<file path="config.mk">
export PLATFORM = sky130hd
export DESIGN_NAME = dual_lane_elastic_delay
export DESIGN_NICKNAME = d
export VERILOG_FILES = /design/src/rtl/dual_lane_elastic_delay.sv
export SDC_FILE = /design/constraint.sdc
export NUM_CORES = 1
export LEC_CHECK = 0
export ABC_AREA = 1
export CAP_MARGIN = 20
export CORE_ASPECT_RATIO = 1.1
export CORE_MARGIN = 4
export CORE_UTILIZATION = 50
export DETAILED_ROUTE_END_ITERATION = 12
export GPL_TIMING_DRIVEN = 1
export PLACE_DENSITY_LB_ADDON = 0.1
export SLEW_MARGIN = 20
export SYNTH_ARGS = -nofsm -noshare
export SYNTH_HDL_FRONTEND = slang
export SYNTH_SLANG_ARGS = --single-unit
</file>
<file path="constraint.sdc">
create_clock -name CLK -period 2.8 [get_ports CLK]
set_input_delay 0.42 -clock CLK [delete_from_list [all_inputs] [get_ports CLK]]
set_output_delay 0.42 -clock CLK [all_outputs]
set_load 0.02 [all_outputs]
</file>
<file path="src/rtl/dual_lane_elastic_delay.sv">
// Two independent ready/valid lanes. Each lane is a DEPTH-stage register pipeline
// that collapses bubbles under backpressure and tracks how many beats it holds.

module dual_lane_elastic_delay_lane #(
   parameter int DATA_WIDTH = 5,
   parameter int DEPTH      = 3,
   parameter int CW         = 2
) (
   input  logic                  clk_i,
   input  logic                  rst_i,
   input  logic [DATA_WIDTH-1:0] in_data_i,
   input  logic                  in_valid_i,
   output logic                  in_ready_o,
   output logic [DATA_WIDTH-1:0] out_data_o,
   output logic                  out_valid_o,
   input  logic                  out_ready_i,
   output logic [CW-1:0]         count_o
);
   logic [DEPTH-1:0]      v_q, v_d;
   logic [DATA_WIDTH-1:0] d_q [DEPTH];
   logic [DATA_WIDTH-1:0] d_d [DEPTH];
   logic [CW-1:0]         cnt_q, cnt_d;
   logic [DEPTH:0]        en;
   logic                  en_run;
   logic                  in_fire, out_fire;

   // A stage may load whenever it is empty or everything downstream of it moves.
   always_comb begin
      en        = '0;
      en_run    = out_ready_i;
      en[DEPTH] = en_run;
      for (int k = DEPTH - 1; k >= 0; k--) begin
         en_run = ~v_q[k] | en_run;
         en[k]  = en_run;
      end
   end

   assign in_ready_o  = en[0];
   assign out_valid_o = v_q[DEPTH-1];
   assign out_data_o  = d_q[DEPTH-1];
   assign count_o     = cnt_q;
   assign in_fire     = in_valid_i & en[0];
   assign out_fire    = v_q[DEPTH-1] & out_ready_i;

   always_comb begin
      v_d = v_q;
      d_d = d_q;
      if (en[0]) begin
         v_d[0] = in_valid_i;
         if (in_valid_i) begin
            d_d[0] = in_data_i;
         end
      end
      for (int k = 1; k < DEPTH; k++) begin
         if (en[k]) begin
            v_d[k] = v_q[k-1];
            if (v_q[k-1]) begin
               d_d[k] = d_q[k-1];
            end
         end
      end
   end

   always_comb begin
      cnt_d = cnt_q;
      if (in_fire && !out_fire) begin
         cnt_d = cnt_q + CW'(1);
      end else if (out_fire && !in_fire) begin
         cnt_d = cnt_q - CW'(1);
      end
   end

   always_ff @(posedge clk_i or posedge rst_i) begin
      if (rst_i) begin
         v_q   <= '0;
         cnt_q <= '0;
         for (int k = 0; k < DEPTH; k++) begin
            d_q[k] <= '0;
         end
      end else begin
         v_q   <= v_d;
         d_q   <= d_d;
         cnt_q <= cnt_d;
      end
   end
endmodule

module dual_lane_elastic_delay #(
   parameter  int DATA_WIDTH = 5,
   parameter  int DEPTH      = 3,
   localparam int CW         = $clog2(DEPTH + 1)
) (
   input  logic                  CLK,
   input  logic                  ASYNCRESET,
   input  logic [DATA_WIDTH-1:0] I_0_data,
   input  logic                  I_0_valid,
   output logic                  I_0_ready,
   output logic [DATA_WIDTH-1:0] O_0_data,
   output logic                  O_0_valid,
   input  logic                  O_0_ready,
   output logic [CW-1:0]         COUNT_0,
   input  logic [DATA_WIDTH-1:0] I_1_data,
   input  logic                  I_1_valid,
   output logic                  I_1_ready,
   output logic [DATA_WIDTH-1:0] O_1_data,
   output logic                  O_1_valid,
   input  logic                  O_1_ready,
   output logic [CW-1:0]         COUNT_1
);
   dual_lane_elastic_delay_lane #(
      .DATA_WIDTH(DATA_WIDTH), .DEPTH(DEPTH), .CW(CW)
   ) u_lane0 (
      .clk_i      (CLK),
      .rst_i      (ASYNCRESET),
      .in_data_i  (I_0_data),
      .in_valid_i (I_0_valid),
      .in_ready_o (I_0_ready),
      .out_data_o (O_0_data),
      .out_valid_o(O_0_valid),
      .out_ready_i(O_0_ready),
      .count_o    (COUNT_0)
   );

   dual_lane_elastic_delay_lane #(
      .DATA_WIDTH(DATA_WIDTH), .DEPTH(DEPTH), .CW(CW)
   ) u_lane1 (
      .clk_i      (CLK),
      .rst_i      (ASYNCRESET),
      .in_data_i  (I_1_data),
      .in_valid_i (I_1_valid),
      .in_ready_o (I_1_ready),
      .out_data_o (O_1_data),
      .out_valid_o(O_1_valid),
      .out_ready_i(O_1_ready),
      .count_o    (COUNT_1)
   );
endmodule

</file>
# --- Word level (Yosys, flattened, before mapping) ---
# Cells that the tools add are included.
classes:
  addsub: 4
  mux: 4
  bitwise_logic: 16
  reduce_logical: 16
ops:
  columns: ["op", "n"]
  rows:
  - ["$reduce_and A2 Y1", 6]
  - ["$mux W2", 4]
  - ["$not A1 Y1", 6]
  - ["$or A1 B1 Y1", 6]
  - ["$add A2 B1 Y2 const B", 2]
  - ["$and A1 B1 Y1", 4]
  - ["$logic_and A1 B1 Y1", 4]
  - ["$logic_not A1 Y1", 4]
  - ["$reduce_bool A2 Y1", 2]
  - ["$sub A2 B1 Y2 const B", 2]
word_totals:
  register_bits: 40
  inputBits: 16
  output_inout_bits: 18

# --- Logic depth before layout (Yosys ltp) ---
depth:
  depth_word: 9
  ltp_mapped: 10

# --- Hierarchy ---
# From an unflattened synthesis, not the netlist that was laid out.
hier_totals:
  hier_cells: 194
  area_unflattened_um2: 1729.2
by_module_without_submodules:
  columns: ["mod", "instances", "cells_per_inst", "area_per_inst_um2", "seq_area_each_um2"]
  rows:
  - ["dual_lane_elastic_delay_lane", 2, 97, 864.6, 500.5]

# --- Worst setup path before layout ---
# Ideal clock, no wire load.
synth_timing:
  kind: "register to register"
  startpoint: "register u_lane1.v_q[2]"
  endpoint: "register u_lane1.cnt_q[1] (netlist: u_lane1.count_o[1])"
  setup_ns: 0.117
  t_arrival_ns: 1.602
  slack_ns: 1.081
  stages_incl_launch_ff: 9
  n_path_buf: 0
  cell_sequence: "dfrtp_1 nand4_2 nand2_2 inv_1 ha_1 inv_1 nand3_1 nand2_1 nand2_1"
synth_between:
  elab_chain_cells: 8
  elab_cells_between_ends: 12
synth_lines:
  columns: ["item", "line", "source"]
  rows:
  - ["start, declared", "19", "logic [DEPTH-1:0] v_q, v_d;"]
  - ["start signal, assigned", "81", "v_q <= v_d;"]
  - ["$not A1 Y1 *", "33", "en_run = ~v_q[k] | en_run;"]
  - ["$or A1 B1 Y1 * (3 in series)", "33", null]
  - ["net I_1_ready", "104", "output logic I_1_ready,"]
  - ["$and A1 B1 Y1 *", "42", "assign in_fire = in_valid_i & en[0];"]
  - ["net u_lane1.in_fire", "25", "logic in_fire, out_fire;"]
  - ["$logic_not A1 Y1", "68", "end else if (out_fire && !in_fire) begin"]
  - ["$logic_and A1 B1 Y1", "68", null]
  - ["$reduce_bool A2 Y1 (no source line)", null, null]
  - ["end signal, assigned", "83", "cnt_q <= cnt_d;"]
  - ["end, declared", "22", "logic [CW-1:0] cnt_q, cnt_d;"]
# Mark *: on every way through the listed nets, which the timed path passes. The rest lies on a longest branch.
# A chain may end at the register's enable or synchronous reset.

# --- Worst setup path after layout ---
layout_timing:
  startpoint: "input O_1_ready"
  endpoint: "output I_1_ready"
layout_between:
  elab_chain_cells: 3
layout_lines:
  columns: ["item", "line", "source"]
  rows:
  - ["start, declared", "107", "input logic O_1_ready,"]
  - ["$or A1 B1 Y1 (3 in series)", "33", null]
  - ["end, declared", "104", null]
# No other way between the ends.

==> results.txt <==
The number of buffers created by CTS is 5. The number of nets with antenna violations after detailed routing is 0. The width of the die is 64.0 µm.

The worst reg-to-reg setup slack is 1110 ps. The full die area is 4450 µm². The power density of the placed cells is 915 nW/µm².

The delay of the slowest critical-path stage came out at 640 ps. In the final routed layout, each cell accounts on average for 10.9 µm. The met1 usage is 19.4%. In the routed layout, each cell is associated on average with a via count of 4.90. The number of synthesized register bits is 40. Between clock sinks in the finished design, the worst skew comes to 3.18 ps. The number of DRC markers after the initial detailed-route iteration is 64. Pin placement for this block handled 34 I/O pins. The number of distinct library cells after synthesis is 11. The DRC violation count after routing is 0. The number of hold buffers added after cts came out at 0. The number of violations of the max-capacitance limit came out at 0. The aggregate negative setup slack came out at 0 ps.

The cell area after placement came out at 2020 µm². The internal power is 1.20 mW. The slew at the pin with the worst max-slew slack came out at 487 ps. The first-pass iteration count of the detailed router is 5. The number of nets produced by synthesis came out at 211. The part of the total power dissipated in sequential elements came out at 47.9%. The least setup slack across all paths after layout is 614 ps. The flow ran to the end, and the final reports show no timing, DRC or antenna violations. The highest attainable clock frequency is 0.457 GHz. The routing layer with the top usage in global route is met2. The die height is 69.6 µm. In this run the clock root is driven by a sky130_fd_sc_hd__clkbuf_4. The sequential area share after synthesis came out at 58.1%.

The final layout contains routed wiring with a total length of 2920 µm. The switching power came out at 0.695 mW. Global routing used 5.67% of the available met3 tracks.

Of the available clock period, the critical path in the final layout requires 78.1%. The number of standard-cell rows in the floorplan is 22. For met2 alone, demand over resource in global routing was 23.5%. Among the stages of the critical path, the cell type that occurs most often is sky130_fd_sc_hd__clkdlybuf4s50_1. The tightest hold path in the finished design has a slack of 481 ps. The worst min-delay path class is register to register.

The capture point of the critical path is I_1_ready. The cell count along the critical path came out at 4. TritonCTS built the clock tree. The multi-input combinational cells in the finished layout cover a total of 571 µm². The number of levels the H-tree was split into came out at 2.

The number of buffers added on ports is 33. The required time at the worst-slack endpoint came out at 2380 ps. Entering global routing, the biggest net connects 41 pins. The half-perimeter wire length after detailed placement is 2250 µm. The number of placed instances with taps included is 261. The post-route netlist has 4.98% of its cells at a drive strength greater than 1.

The insertion delay to the later sink of the worst-skew pair came out at 340 ps. Measured in cells, the most critical reg-to-reg path has a length of 8. STA classifies the critical path endpoint as an output port. The synthesized netlist cell count came out at 193. The buffer and inverter count on the worst path is 3. The weighted congestion reported at the end of routability-driven placement is 0.749. The mean instance size in the synthesized netlist is 8.93 µm². The remaining global-route overflow came out at 0. The area of the core came out at 3330 µm². The critical path goes through clkdlybuf4s50_1 > inv_1 > nand4_2 > clkdlybuf4s50_1. The total setup violations reported at the end of the flow came out at 0. The final layout contains 238 nets. The area added between synthesis and finish came out at 20.6%.

The non-filler instance count after layout is 269. The worst register-to-register path ends at u_lane1.count_o[1]. Clock-pin slew was measured on the worst setup and hold paths at 110 ps. The cell with the largest stage delay on the worst path is sky130_fd_sc_hd__clkdlybuf4s50_1.

At the worst endpoint, the arrival time is 1770 ps. The start of the worst register-to-register path is u_lane1.v_q[1]. The final hold violation count is 0.

The clock network fraction of design power came out at 15.6%. The area of the mapped netlist came out at 1720 µm². The number of inserted filler cells in the final layout is 296. The sequential cell area in the final layout came out at 1000 µm². The overall via count from detail_route came out at 1318. Setup repair after global routing left no endpoint under its margin. Broken down by cell family, the worst path's largest delay share belongs to buffers and inverters. The dominant cell type by area after synthesis is sky130_fd_sc_hd__dfrtp_1. The via count of the first global-routing pass came to 1253. The worst setup path is of the input pin to output port kind. Combinational cells account for 36.5% of the total power. The number of antenna violations at the first check in global routing came to 0. The buffer depth of the longest clock path came out at 2. In this run the worst setup path begins at O_1_ready.

The post-cts gate resize count is 0. The area of all placed cells without fillers came out at 2080 µm². The wire length of the first global-routing pass is 5340 µm. In the global route stage, overall resource usage came out at 15.4%. The CTS sink count is 40. By area the synthesized netlist is led by sky130_fd_sc_hd__dfrtp_1 58%, sky130_fd_sc_hd__nand2_1 18%, sky130_fd_sc_hd__nand3_1 9.9%, sky130_fd_sc_hd__buf_4 5.7%, sky130_fd_sc_hd__inv_1 2.8%. The post-route minimum period came out at 2190 ps. The standby leakage power came out at 1.09 nW. The pre-CTS setup slack came out at 611 ps. 0 antenna diodes ended up in the layout. IR analysis of the VDD net gives a maximum drop of 0.000427 V. The starting density of the core is 51.7%. The startpoint class of the critical path is an input pin. The critical-path maximum fanout is 8.

Yosys printed 0 warnings. In this run switching power makes up 36.6% of total power. The relative max-transition margin came out at 67.5%. The final max-slew violation count came out at 0. The share of the synthesized area in the top cell type came out at 58.1%. The post-CTS repair timing setup buffer count is 0.
## how the worst min path moves through the flow
stage	startpoint	to	slack, ps	depth (start not counted)
2_1_floorplan	u_lane0.d_q[13]	u_lane0.d_q[13]	440	2
3_3_place_gp	u_lane0.out_data_o[1]	u_lane0.out_data_o[1]	460	2
3_5_place_dp	u_lane0.out_data_o[0]	u_lane0.out_data_o[0]	460	2
4_1_cts	ASYNCRESET	u_lane1.d_q[14]	490	3
5_1_grt	u_lane0.d_q[14]	u_lane0.d_q[14]	500	2
6_report	u_lane0.out_data_o[0]	u_lane0.out_data_o[0]	480	2
## layout by cell type (no fill, tap or decap)
master / netlist / layout
sky130_fd_sc_hd__nand2_1: 82 / 82
sky130_fd_sc_hd__dfrtp_1: 40 / 40
sky130_fd_sc_hd__nand3_1: 34 / 34
sky130_fd_sc_hd__clkdlybuf4s50_1: 0 / 33
sky130_fd_sc_hd__inv_1: 13 / 13
sky130_fd_sc_hd__clkbuf_4: 0 / 5
sky130_fd_sc_hd__xnor2_1: 2 / 2
sky130_fd_sc_hd__nand4_2: 2 / 2
sky130_fd_sc_hd__nand2_2: 2 / 2
sky130_fd_sc_hd__nand4_1: 2 / 2
sky130_fd_sc_hd__ha_1: 2 / 2
sky130_fd_sc_hd__clkbuf_1: 0 / 2
sky130_fd_sc_hd__clkbuf_8: 0 / 1
sky130_fd_sc_hd__buf_4: 13 / 1
## power groups by stage
stage / logic, mW / registers [mW] / clock network (mW)
3_3_place_gp: 0.682 / 0.908 / 0
3_5_place_dp: 0.702 / 0.923 / 0
5_1_grt: 0.770 / 0.943 / 0.340
6_report: 0.693 / 0.911 / 0.296
2_1_floorplan: 0.487 / 0.916 / 0
4_1_cts: 0.705 / 0.911 / 0.305
## cell usage after synthesis
cell	count
sky130_fd_sc_hd__ha_1	2
sky130_fd_sc_hd__nand4_2	2
sky130_fd_sc_hd__nand2_2	2
sky130_fd_sc_hd__buf_4	13
sky130_fd_sc_hd__nand3_1	34
sky130_fd_sc_hd__buf_2	1
sky130_fd_sc_hd__nand2_1	82
sky130_fd_sc_hd__xnor2_1	2
sky130_fd_sc_hd__inv_1	13
sky130_fd_sc_hd__dfrtp_1	40
sky130_fd_sc_hd__nand4_1	2
## through the flow
step / util [%] / total power, mW
finish: 62.4 / 1.90
global route: 62.4 / 2.05
CTS: 62.4 / 1.92
detailed placement: 60.6 / 1.63
global placement: 60.6 / 1.59
floorplan: - / 1.40
## worst min-delay path, cell delays in order, from the launching register on
cell                      delay (ps)
sky130_fd_sc_hd__dfrtp_1         360
sky130_fd_sc_hd__nand2_1          50
sky130_fd_sc_hd__nand2_1          40
## final cells by class
| class | count | area share (%) |
|---|---|---|
| inverter | 13 | 2.35 |
| sequential | 40 | 48.2 |
| multi-input combinational | 126 | 27.5 |
| tap | 48 | 2.89 |
| timing repair buffer | 34 | 16.3 |
| clock buffer | 8 | 2.83 |
## state kept, by name, indices dropped and copies added (netlist names)
signal,count
u_lane0.d_q,10
u_lane1.d_q,10
u_lane0.out_data_o,5
u_lane1.out_data_o,5
u_lane0.v_q,3
u_lane1.v_q,3
u_lane0.count_o,2
u_lane1.count_o,2
## cells by family after synthesis
family	after synthesis	share of synthesized area [%]
AND/OR/NAND/NOR	122	30.6
XOR/XNOR	2	1.02
flip-flops	40	58.1
buffers and inverters	27	8.79
adder cells (fa/ha/maj)	2	1.45
## layer usage
metal  part of all wire, %  vias to the layer above  wire (µm)
met3                   6.1                        7        177
li1                      -                      659          -
met5                     0                        -          0
met4                   1.9                        0         55
met1                    45                      615       1310
met2                    47                       37       1380
Power figures use the tool's default switching activity.
